**config.mk**
```make
export PLATFORM = sky130hd
export DESIGN_NAME = alu_op_sequencer
export DESIGN_NICKNAME = d
export VERILOG_FILES = /design/src/rtl/alu_op_sequencer.sv
export SDC_FILE = /design/constraint.sdc
export NUM_CORES = 1
export LEC_CHECK = 0
export CORE_MARGIN = 2
export CORE_UTILIZATION = 30
export DETAILED_ROUTE_END_ITERATION = 16
export PLACE_DENSITY = 0.63
export SETUP_SLACK_MARGIN = 0.02
export SYNTH_ARGS = -nofsm -noshare
export SYNTH_HDL_FRONTEND = slang
export SYNTH_SLANG_ARGS = --single-unit
```
**constraint.sdc**
```tcl
create_clock -name Clock -period 4.4 [get_ports Clock]
set_input_delay 0.44 -clock Clock [delete_from_list [all_inputs] [get_ports Clock]]
set_output_delay 0.44 -clock Clock [all_outputs]
set_load 0.01 [all_outputs]
```
**src/rtl/alu_op_sequencer.sv**
```systemverilog
// rtl/alu_op_sequencer.sv - command-driven sequencer for the register-file/ALU datapath (option: ALU_SEQ_CARRY_CHAIN_EN)

package alu_seq_pkg;
  typedef enum logic [2:0] {
    ALU_ADD  = 3'd0,
    ALU_SUB  = 3'd1,
    ALU_AND  = 3'd2,
    ALU_OR   = 3'd3,
    ALU_XOR  = 3'd4,
    ALU_PASS = 3'd5
  } aluop_t;
endpackage

module alu_op_sequencer
  import alu_seq_pkg::*;
#(
  parameter int DATA_W = 8,
  parameter int ADDR_W = 4,
  parameter int OUT_W  = 9
) (
  input  logic              Clock,
  input  logic              Reset_n,
  input  logic              Cmd_Valid,
  output logic              Cmd_Ready,
  input  logic              Cmd_Kind,
  input  aluop_t            Cmd_Op,
  input  logic [ADDR_W-1:0] Cmd_Src1,
  input  logic [ADDR_W-1:0] Cmd_Src2,
  input  logic [ADDR_W-1:0] Cmd_Dst,
  input  logic [DATA_W-1:0] Cmd_Imm,
  input  logic              Cmd_Carry,
  output logic              Rsp_Valid,
  input  logic              Rsp_Ready,
  output logic [OUT_W-1:0]  Rsp_Data,
  output logic [ADDR_W-1:0] Read_Addr_1,
  output logic [ADDR_W-1:0] Read_Addr_2,
  output aluop_t            Opcode,
  output logic              Carry_In,
  input  logic [OUT_W-1:0]  ALU_Result,
  output logic [ADDR_W-1:0] Write_Addr,
  output logic              Write_enable,
  output logic [DATA_W-1:0] Write_data,
  output logic [15:0]       Op_Count
);

  typedef enum logic [1:0] {
    S_IDLE  = 2'd0,
    S_ISSUE = 2'd1,
    S_WB    = 2'd2,
    S_RESP  = 2'd3
  } state_t;

  state_t            state_q, state_d;
  logic              cmd_ready_q, cmd_ready_d;
  logic              rsp_valid_q, rsp_valid_d;
  logic [OUT_W-1:0]  rsp_data_q, rsp_data_d;
  logic [ADDR_W-1:0] read_addr_1_q, read_addr_1_d;
  logic [ADDR_W-1:0] read_addr_2_q, read_addr_2_d;
  aluop_t            opcode_q, opcode_d;
  logic              carry_in_q, carry_in_d;
  logic [ADDR_W-1:0] write_addr_q, write_addr_d;
  logic              write_enable_q, write_enable_d;
  logic [DATA_W-1:0] write_data_q, write_data_d;
  logic [15:0]       op_count_q, op_count_d;
  logic [ADDR_W-1:0] dst_q, dst_d;

`ifdef ALU_SEQ_CARRY_CHAIN_EN
  logic carry_q, carry_d;
  logic alu_carry_out;

  // Carry-out exists only when the ALU result is wider than a register word
  if (OUT_W > DATA_W) begin : g_carry_bit
    assign alu_carry_out = ALU_Result[DATA_W];
  end else begin : g_no_carry_bit
    assign alu_carry_out = 1'b0;
  end
`endif

  // Next-state and next-output computation for the command FSM
  always_comb begin
    state_d        = state_q;
    cmd_ready_d    = cmd_ready_q;
    rsp_valid_d    = rsp_valid_q;
    rsp_data_d     = rsp_data_q;
    read_addr_1_d  = read_addr_1_q;
    read_addr_2_d  = read_addr_2_q;
    opcode_d       = opcode_q;
    carry_in_d     = carry_in_q;
    write_addr_d   = write_addr_q;
    write_enable_d = write_enable_q;
    write_data_d   = write_data_q;
    op_count_d     = op_count_q;
    dst_d          = dst_q;
`ifdef ALU_SEQ_CARRY_CHAIN_EN
    carry_d        = carry_q;
`endif

    case (state_q)
      S_IDLE: begin
        // Ready rises one cycle after entering IDLE (including after reset)
        cmd_ready_d = 1'b1;
        if (Cmd_Valid && cmd_ready_q) begin
          cmd_ready_d = 1'b0;
          dst_d       = Cmd_Dst;
          if (Cmd_Kind) begin
            read_addr_1_d = Cmd_Src1;
            read_addr_2_d = Cmd_Src2;
            opcode_d      = Cmd_Op;
`ifdef ALU_SEQ_CARRY_CHAIN_EN
            carry_in_d    = Cmd_Carry | carry_q;
`else
            carry_in_d    = Cmd_Carry;
`endif
            state_d       = S_ISSUE;
          end else begin
            write_data_d   = Cmd_Imm;
            write_addr_d   = Cmd_Dst;
            rsp_data_d     = OUT_W'(Cmd_Imm);
            write_enable_d = 1'b1;
            state_d        = S_WB;
          end
        end
      end

      S_ISSUE: begin
        // Operands are read this cycle, so an in-place write in WB is safe
        rsp_data_d     = ALU_Result;
        write_data_d   = ALU_Result[DATA_W-1:0];
        write_addr_d   = dst_q;
        write_enable_d = 1'b1;
`ifdef ALU_SEQ_CARRY_CHAIN_EN
        carry_d        = alu_carry_out;
`endif
        state_d        = S_WB;
      end

      S_WB: begin
        write_enable_d = 1'b0;
        rsp_valid_d    = 1'b1;
        state_d        = S_RESP;
      end

      S_RESP: begin
        if (rsp_valid_q && Rsp_Ready) begin
          rsp_valid_d = 1'b0;
          op_count_d  = op_count_q + 16'd1;
          cmd_ready_d = 1'b1;
          state_d     = S_IDLE;
        end
      end

      default: state_d = S_IDLE;
    endcase
  end

  // State and output registers with synchronous active-low reset
  always_ff @(posedge Clock) begin
    if (!Reset_n) begin
      state_q        <= S_IDLE;
      cmd_ready_q    <= 1'b0;
      rsp_valid_q    <= 1'b0;
      rsp_data_q     <= '0;
      read_addr_1_q  <= '0;
      read_addr_2_q  <= '0;
      opcode_q       <= ALU_ADD;
      carry_in_q     <= 1'b0;
      write_addr_q   <= '0;
      write_enable_q <= 1'b0;
      write_data_q   <= '0;
      op_count_q     <= '0;
      dst_q          <= '0;
`ifdef ALU_SEQ_CARRY_CHAIN_EN
      carry_q        <= 1'b0;
`endif
    end else begin
      state_q        <= state_d;
      cmd_ready_q    <= cmd_ready_d;
      rsp_valid_q    <= rsp_valid_d;
      rsp_data_q     <= rsp_data_d;
      read_addr_1_q  <= read_addr_1_d;
      read_addr_2_q  <= read_addr_2_d;
      opcode_q       <= opcode_d;
      carry_in_q     <= carry_in_d;
      write_addr_q   <= write_addr_d;
      write_enable_q <= write_enable_d;
      write_data_q   <= write_data_d;
      op_count_q     <= op_count_d;
      dst_q          <= dst_d;
`ifdef ALU_SEQ_CARRY_CHAIN_EN
      carry_q        <= carry_d;
`endif
    end
  end

  assign Cmd_Ready    = cmd_ready_q;
  assign Rsp_Valid    = rsp_valid_q;
  assign Rsp_Data     = rsp_data_q;
  assign Read_Addr_1  = read_addr_1_q;
  assign Read_Addr_2  = read_addr_2_q;
  assign Opcode       = opcode_q;
  assign Carry_In     = carry_in_q;
  assign Write_Addr   = write_addr_q;
  assign Write_enable = write_enable_q;
  assign Write_data   = write_data_q;
  assign Op_Count     = op_count_q;

endmodule

```
==> results.ini, run 1 <==
[yosys]
yosysTopAreaCellShare=0.448
syn_nets=301
synth_async_sr_flop_share=0
yosys_warnings=0
avgSynthCellArea_sq_um=8.65
synth_area_leaders=dfxtp_1 (45%), mux2i_1 (8.5%), nor2_1 (5.9%), nand2_1 (5.4%), a211oi_1 (4.7%)
synth_edf_count=0
postSynthCellCount=258
yosysTopAreaCell=dfxtp_1
yosys_most_used_dff=dfxtp_1
yosysSeqAreaShare=0.448
ys_ff_latch=50
synth.distinct_cells=37
synth.cell_area_sq_mm=0.00223

[die]
die_x_um=90.3
ios=90
die_area_sq_mm=0.00815
initial_utilization=0.309
row_count=31
core_area_sq_mm=0.00721
die_y_um=90.3

[sta]
fin_setup_tns_ns=0
skew_ns=0.00892
min_period_ns=2.13
hold_viol_final=0
fin_ws_ns=2.27
slew_headroom=0.406
slew_viol_final=0
finalSetupViolations=0
rsz0062_at_grt=no
fin_crit_sh=0.483
whs_ns=0.459
tightest_slew_ns=0.891
clock.fmax_ghz=0.470

[drt]
postRouteAntennaNets=0
first_iter_violations=48
wl_per_cell_um=12.8
drt_wl_total_um=5550
viasPerCell=4.70
post-route-drc-count=0
vias=2034
dr.pass1.iters=4

[cells_and_area]
num_antenna_cells=0
nNetsFinal=376
fin_cells=433
n_fill_cell=731
fin_area_sq_mm=0.00328
area_delta_synth_final_pct=46.8
drive_gt1_frac=0.0479
post-route-util=0.454

[power]
seq_power_share=0.382
cellLeakagePower_nw=1.13
internal_power_mw=1.06
vdd_ir_drop_max_mv=0.194
p_sw_uw=471
total_power_mw=1.53
pwr_density_cell_mw_per_mm2=467
combPwrFrac=0.367
swShare=0.308
clkPwrFrac=0.251

[grt]
grt_pass1_wl_um=9250
grt_pass1_vias=1896
grt_max_degree=51
grt_overflow=0
antenna_found_initial=0
track_usage=0.137

[critical_path]
path_class=register to register
critPathTopFamily=simple AND/OR/NAND/NOR gates
r2r_start=state_q[0]
rr_worst_depth=6
start_kind=register
path_buf_inv=1
required_ns=4.63
cp_cell_sequence=inv_1 -> ha_1 -> nand3_1 -> nor2_1 -> nand2_1 -> a21oi_1
crit_arrival_ns=2.35
crit_slowest_cell=nor2_1
critPathCaptureType=register
r2r_setup_slack_ns=2.27
cp_max_fo=12
reg2reg_to=Read_Addr_2[1]
critPathMaxStageDelay_ns=0.70

[cts]
cts_sinks=50
cts_setup_buffers=0
cts_buffers=5
clock_path_buffers=2
clock_latency_ns=0.30
cts_resized=0
holdBufCountCts=0
htreeDepth=2
clkSlewWorstSetupHoldPaths_ns=0.09
cts_root_buffer=clkbuf_8
cts_tree=done

[placed_design]
dp_hpwl_um=3900
placed_cell_area_sq_mm=0.00314
place_congestion=0.706
pre_cts_slack_ns=2.05
dp_cells=425
port_buffers=89

[status]
status=finished clean

[hold_path]
min_to=Opcode[0]
min_from=Opcode[0]
hold_path.class=register to register
holdPathStages=2

[job]
cap_violations=0

## tightest hold or removal path, cell delays in order (launching register included)
cell and delay, ns:
dfxtp_1 0.32, nand2_1 0.05, a21oi_1 0.05
## worst max path at each step
| stage | depth (start not counted) | startpoint | to | slack, ns |
|---|---|---|---|---|
| floorplan | 8 | state_q[0] | Rsp_Data[2] | 2.57 |
| global placement | 5 | Cmd_Valid | Carry_In | 2.05 |
| detailed placement | 5 | Cmd_Valid | Read_Addr_2[1] | 2.05 |
| CTS | 6 | state_q[0] | Read_Addr_2[1] | 2.23 |
| global route | 6 | state_q[1] | Read_Addr_2[1] | 2.02 |
| finish | 6 | state_q[0] | Read_Addr_2[1] | 2.27 |
## layer usage
| layer | vias up | wire, um | track usage |
|---|---|---|---|
| met5 | - | 0 | 0 |
| met4 | 0 | 48 | 0.0269 |
| met3 | 5 | 418 | 0.0501 |
| met2 | 77 | 2380 | 0.210 |
| met1 | 924 | 2710 | 0.187 |
| li1 | 1028 | - | - |
## placed cells by master, fill, tap and decap left out, drive strengths merged, types with 4 or more instances in the layout
| cell type | n |
|---|---|
| a211oi | 14 |
| a21oi | 18 |
| clkbuf | 5 |
| clkdlybuf4s50 | 89 |
| dfxtp | 50 |
| ha | 5 |
| inv | 10 |
| mux2i | 19 |
| nand2 | 33 |
| nand3 | 7 |
| nand4 | 5 |
| nor2 | 35 |
| nor3 | 5 |
| nor4 | 5 |
| o21ai | 4 |
| xnor2 | 9 |
## area by class of cell
cell class,instances,area [sq um],area share
clock inverter,3,68.8,0.0210
timing repair buffer,90,898,0.274
tap,99,124,0.0378
sequential,50,1000,0.305
inverter,10,37.5,0.0115
multi-input combinational,176,1080,0.329
clock buffer,5,68.8,0.0210
## cells in the mapped netlist, types with 4 or more instances
cell type  instances
nand3_1            7
nor4_1             5
a21oi_1           18
nor3_1             5
nor2_1            35
o21ai_0            4
buf_4              8
nand2_1           32
nand4_1            4
xnor2_1            9
mux2i_1           19
clkbuf_1          11
a211oi_1          14
dfxtp_1           50
ha_1               5
inv_1              9
## power by group through the flow
stage	logic [mW]	clock network, mW	registers (mW)
final	0.561	0.385	0.584
after global routing	0.617	0.416	0.595
after CTS	0.567	0.398	0.586
after detailed placement	0.565	0	0.596
after global placement	0.562	0	0.592
after floorplan	0.310	0	0.620
## cells by family after synthesis
family	count (synthesis)	share of synthesized area
DFF	50	0.448
buffers and inverters	32	0.0684
adders and majority gates	5	0.0280
muxes	19	0.0852
xor gates and xnor gates	11	0.0432
AOI/OAI and AO/OA	42	0.119
and+or+nand+nor	99	0.208
## registers in the layout, indices dropped and copies added (netlist names)
| name | cells |
|---|---|
| Carry_In | 1 |
| state_q | 2 |
| Rsp_Data | 9 |
| Write_Addr | 4 |
| Cmd_Ready | 1 |
| dst_q | 4 |
| Rsp_Valid | 1 |
| Read_Addr_1 | 4 |
| Read_Addr_2 | 4 |
| Write_enable | 1 |
| Opcode | 3 |
| Op_Count | 16 |
Power figures use the tool's default switching activity.
==> run 2: changes to the inputs <==
Clock period 4.4 ns to 2.05 ns, I/O delays scaled along.
==> results.ini, run 2 (synthesized netlist as in run 1, its figures left out) <==
[status]
status=finished clean

[power]
cellLeakagePower_nw=1.17
total_power_mw=3.35
pwr_density_cell_mw_per_mm2=998
vdd_ir_drop_max_mv=0.291

[critical_path]
r2r_start=state_q[0]
start_kind=register
critPathCaptureType=register
cp_cell_sequence=ha_1 -> nand4_1 -> buf_4 -> nor4_1 -> a31o_2 -> a21oi_1
path_class=register to register
crit_slowest_cell=dfxtp_1
crit_arrival_ns=1.95
critPathLaunch=state_q[0]
cp_max_fo=12
required_ns=2.24
critPathMaxStageDelay_ns=0.41
rr_worst_depth=6

[cts]
cts_buffers=5
clock_path_buffers=2
cts_root_buffer=clkbuf_8
clock_latency_ns=0.31
cts_setup_buffers=0
cts_tree=done
cts_sinks=50
clkSlewWorstSetupHoldPaths_ns=0.10
holdBufCountCts=0
cts_resized=0
htreeDepth=2

[drt]
drt_wl_total_um=5560
vias=2015
viasPerCell=4.57
post-route-drc-count=0
postRouteAntennaNets=0
first_iter_violations=64
dr.pass1.iters=4
wl_per_cell_um=12.6

[placed_design]
place_congestion=0.805
port_buffers=89
dp_hpwl_um=3920
pre_cts_slack_ns=0.262
dp_cells=433

[sta]
finalSetupViolations=0
tightest_slew_ns=0.454
slew_headroom=0.695
rsz0062_at_grt=no
slew_viol_final=0
fin_crit_sh=0.859
hold_viol_final=0
clock.fmax_ghz=0.568
skew_ns=0.00838
fin_setup_tns_ns=0
fin_ws_ns=0.289
min_period_ns=1.76

[hold_path]
hold_path.class=input port to register
min_from=Cmd_Op[2]
holdPathStages=3

[cells_and_area]
n_fill_cell=725
num_antenna_cells=0
fin_cells=441
area_delta_synth_final_pct=50.3
multi_input_area_sq_mm=0.00108
final_cell_mix=clkdlybuf4s50_1 (89), dfxtp_1 (50), nor2_1 (35)
final_common_cell=clkdlybuf4s50_1
drive_gt1_frac=0.0702
largest_register_ffs=16
regArea_sq_mm=0.00100
post-route-util=0.465
nNetsFinal=384

[die]
ios=90
die_x_um=90.3
core_area_sq_mm=0.00721
die_y_um=90.3
initial_utilization=0.309
die_area_sq_mm=0.00815
row_count=31

[grt]
grt_overflow=0
grt_pass1_wl_um=9790
grt_pass1_vias=2066
grt_max_degree=51
track_usage=0.144
antenna_found_initial=0

[job]
cap_violations=0

-- run 2: path summary, 6_finish.rpt --
check                           slack [ns]           end
worst max-delay path                  0.29  Op_Count[12]
worst max register to register        0.29  Op_Count[12]
worst min register to register        0.46     Opcode[0]
worst min-delay path                  0.44     Opcode[2]
-- run 2: power by group --
| group | internal (mW) | switching [mW] | leakage, nW |
|---|---|---|---|
| clock network | 0.520 | 0.332 | 0.0714 |
| logic | 0.676 | 0.562 | 0.697 |
| registers | 1.14 | 0.118 | 0.406 |
-- run 2: stage by stage --
step	area, sq um	hold WS [ns]
final	3350	0.439
after global routing	3350	0.444
after global placement	3210	0.442
after detailed placement	3210	0.446
after CTS	3350	0.419
after floorplan	2230	0.326
-- run 2: cell type report --
type	count	area share
multi-input combinational	176	0.322
sequential	50	0.298
timing repair buffer	98	0.289
tap	99	0.0369
clock buffer	6	0.0246
clock inverter	2	0.0179
inverter	10	0.0112
-- run 2: critical path, delay by kind of cell, from the launching register on --
| kind | cells | cell delay, ns |
|---|---|---|
| AND/OR/NAND/NOR | 2 | 0.48 |
| adder cells (fa/ha/maj) | 1 | 0.30 |
| AO/OA/AOI/OAI | 2 | 0.27 |
| flip-flops | 1 | 0.41 |
| buffers and inverters | 1 | 0.19 |
-- run 2: per-layer routing --
metal	global-route usage	part of all wire
met2	0.231	0.43
met3	0.0459	0.069
met4	0.0346	0.0077
met1	0.188	0.49
met5	0	0
==> run 3: changes to the inputs <==
Settings changed: PLACE_DENSITY 0.63 to 0.65.
Clock period 2.05 ns to 1.6 ns, I/O delays scaled along.
==> results.ini, run 3 (synthesized netlist as in run 1, its figures left out) <==
[hold_path]
hold_path.class=input port to register
min_from=Cmd_Src1[3]
min_to=Read_Addr_1[3]
holdPathStages=3

[die]
core_area_sq_mm=0.00721
die_x_um=90.3
ios=90
initial_utilization=0.309
row_count=31
die_area_sq_mm=0.00815
die_y_um=90.3

[cells_and_area]
drive_gt1_frac=0.193
num_antenna_cells=0
area_delta_synth_final_pct=61.4
regArea_sq_mm=0.00103
nNetsFinal=406
fin_area_sq_mm=0.00360
final_common_cell=clkdlybuf4s50_1
n_fill_cell=712
multi_input_area_sq_mm=0.00119
largest_register_ffs=16
final_cell_mix=clkdlybuf4s50_1 (89), dfxtp_1 (37), nor2_1 (34)

[critical_path]
start_kind=register
r2r_setup_slack_ns=0.04
rr_worst_depth=4
cp_max_fo=5
critPathTopFamily=simple AND/OR/NAND/NOR gates
crit_slowest_cell=or4_4
critPathMaxStageDelay_ns=0.52
cp_cell_sequence=nand4_4 -> or3_4 -> or4_4 -> a21oi_2
crit_arrival_ns=1.80
critPathCaptureType=register
path_class=register to register
path_buf_inv=0
reg2reg_to=Op_Count[13]
required_ns=1.83
r2r_start=Op_Count[5]

[grt]
grt_max_degree=51
grt_overflow=0
antenna_found_initial=0
grt_pass1_vias=2056
grt_pass1_wl_um=9920
track_usage=0.146

[sta]
slew_viol_final=0
hold_viol_final=0
rsz0062_at_grt=yes
clock.fmax_ghz=0.640
skew_ns=0.00407
tightest_slew_ns=0.359
finalSetupViolations=0
fin_ws_ns=0.0377
whs_ns=0.407
fin_crit_sh=0.976
slew_headroom=0.759
min_period_ns=1.56

[job]
cap_violations=0

[cts]
clock_path_buffers=2
clock_latency_ns=0.30
cts_buffers=5
cts_tree=done
htreeDepth=2
holdBufCountCts=0
cts_sinks=50
cts_root_buffer=clkbuf_8
clkSlewWorstSetupHoldPaths_ns=0.08

[placed_design]
placed_cell_area_sq_mm=0.00343
port_buffers=89
pre_cts_slack_ns=-0.102
dp_hpwl_um=4360
place_congestion=0.782

[power]
internal_power_mw=2.80
swShare=0.329
combPwrFrac=0.443
cellLeakagePower_nw=1.27
pwr_density_cell_mw_per_mm2=1160
vdd_ir_drop_max_mv=0.379
p_sw_mw=1.37
seq_power_share=0.389
clkPwrFrac=0.168

[drt]
first_iter_violations=55
post-route-drc-count=0
dr.pass1.iters=4
viasPerCell=4.59
postRouteAntennaNets=0
drt_wl_total_um=6080
wl_per_cell_um=13.2
vias=2119

[status]
status=finished clean

[run 3: changes by cell type in the layout (fill, tap and decap cells not counted), moves of 2 or more]
cell	change
dfxtp_1	-13
buf_4	+20
nand3_1	-2
dfxtp_4	+4
ha_4	+3
ha_1	-3
a211oi_2	+2
clkbuf_1	+2
dfxtp_2	+9
bufinv_16	-2
a211oi_1	-2
[run 3: worst min-delay path, delay by kind of cell]
family / cells / cell delay, ns
AOI/OAI and AO/OA: 1 / 0.05
buffers and inverters: 1 / 0.39
and+or+nand+nor: 1 / 0.05
[run 3: per-layer routing]
| layer | GRT usage | wire (um) | part of all wire |
|---|---|---|---|
| met5 | 0 | 0 | 0 |
| met4 | 0.0423 | 35 | 0.0058 |
| met3 | 0.0417 | 387 | 0.064 |
| met2 | 0.237 | 2870 | 0.47 |
| met1 | 0.189 | 2790 | 0.46 |
[run 3: repair_timing]
| action | in CTS | in global routing |
|---|---|---|
| setup buffers | 0 | 1 |
| endpoints found under the setup margin | 3 | 38 |
| resized for setup | 2 | 19 |
| cloned | 0 | 1 |
[run 3: worst max path at each step]
stage / from / depth (start not counted) / end / slack [ns]
2_1_floorplan: state_q[0] / 6 / Op_Count[11] / 0.02
3_3_place_gp: Rsp_Ready / 7 / Op_Count[8] / -0.08
3_5_place_dp: Rsp_Ready / 6 / Op_Count[15] / -0.10
4_1_cts: state_q[1] / 6 / Op_Count[15] / 0.03
5_1_grt: Op_Count[9] / 4 / Op_Count[13] / -0.02
6_report: Op_Count[5] / 4 / Op_Count[13] / 0.04
[run 3: layout make-up]
| class | count | share of cell area |
|---|---|---|
| multi-input combinational | 176 | 0.329 |
| timing repair buffer | 120 | 0.320 |
| clock buffer | 7 | 0.0212 |
| inverter | 10 | 0.0104 |
| tap | 99 | 0.0344 |
| sequential | 50 | 0.285 |
[run 3: power by group through the flow]
stage	combinational [mW]	clock, mW	sequential, mW
2_1_floorplan	0.903	0	1.70
3_3_place_gp	1.76	0	1.62
3_5_place_dp	1.78	0	1.64
4_1_cts	1.79	0.732	1.61
5_1_grt	2.01	0.783	1.65
6_report	1.85	0.698	1.62
[run 3: through the flow]
step | util | TNS [ns] | std cells | total power [mW]
final | 0.499 | 0 | 462 | 4.17
after global routing | 0.499 | -0.0193 | 462 | 4.44
after CTS | 0.486 | 0 | 460 | 4.13
after detailed placement | 0.475 | -0.606 | 453 | 3.42
after global placement | 0.475 | -0.238 | 453 | 3.38
after floorplan | - | 0 | 258 | 2.61
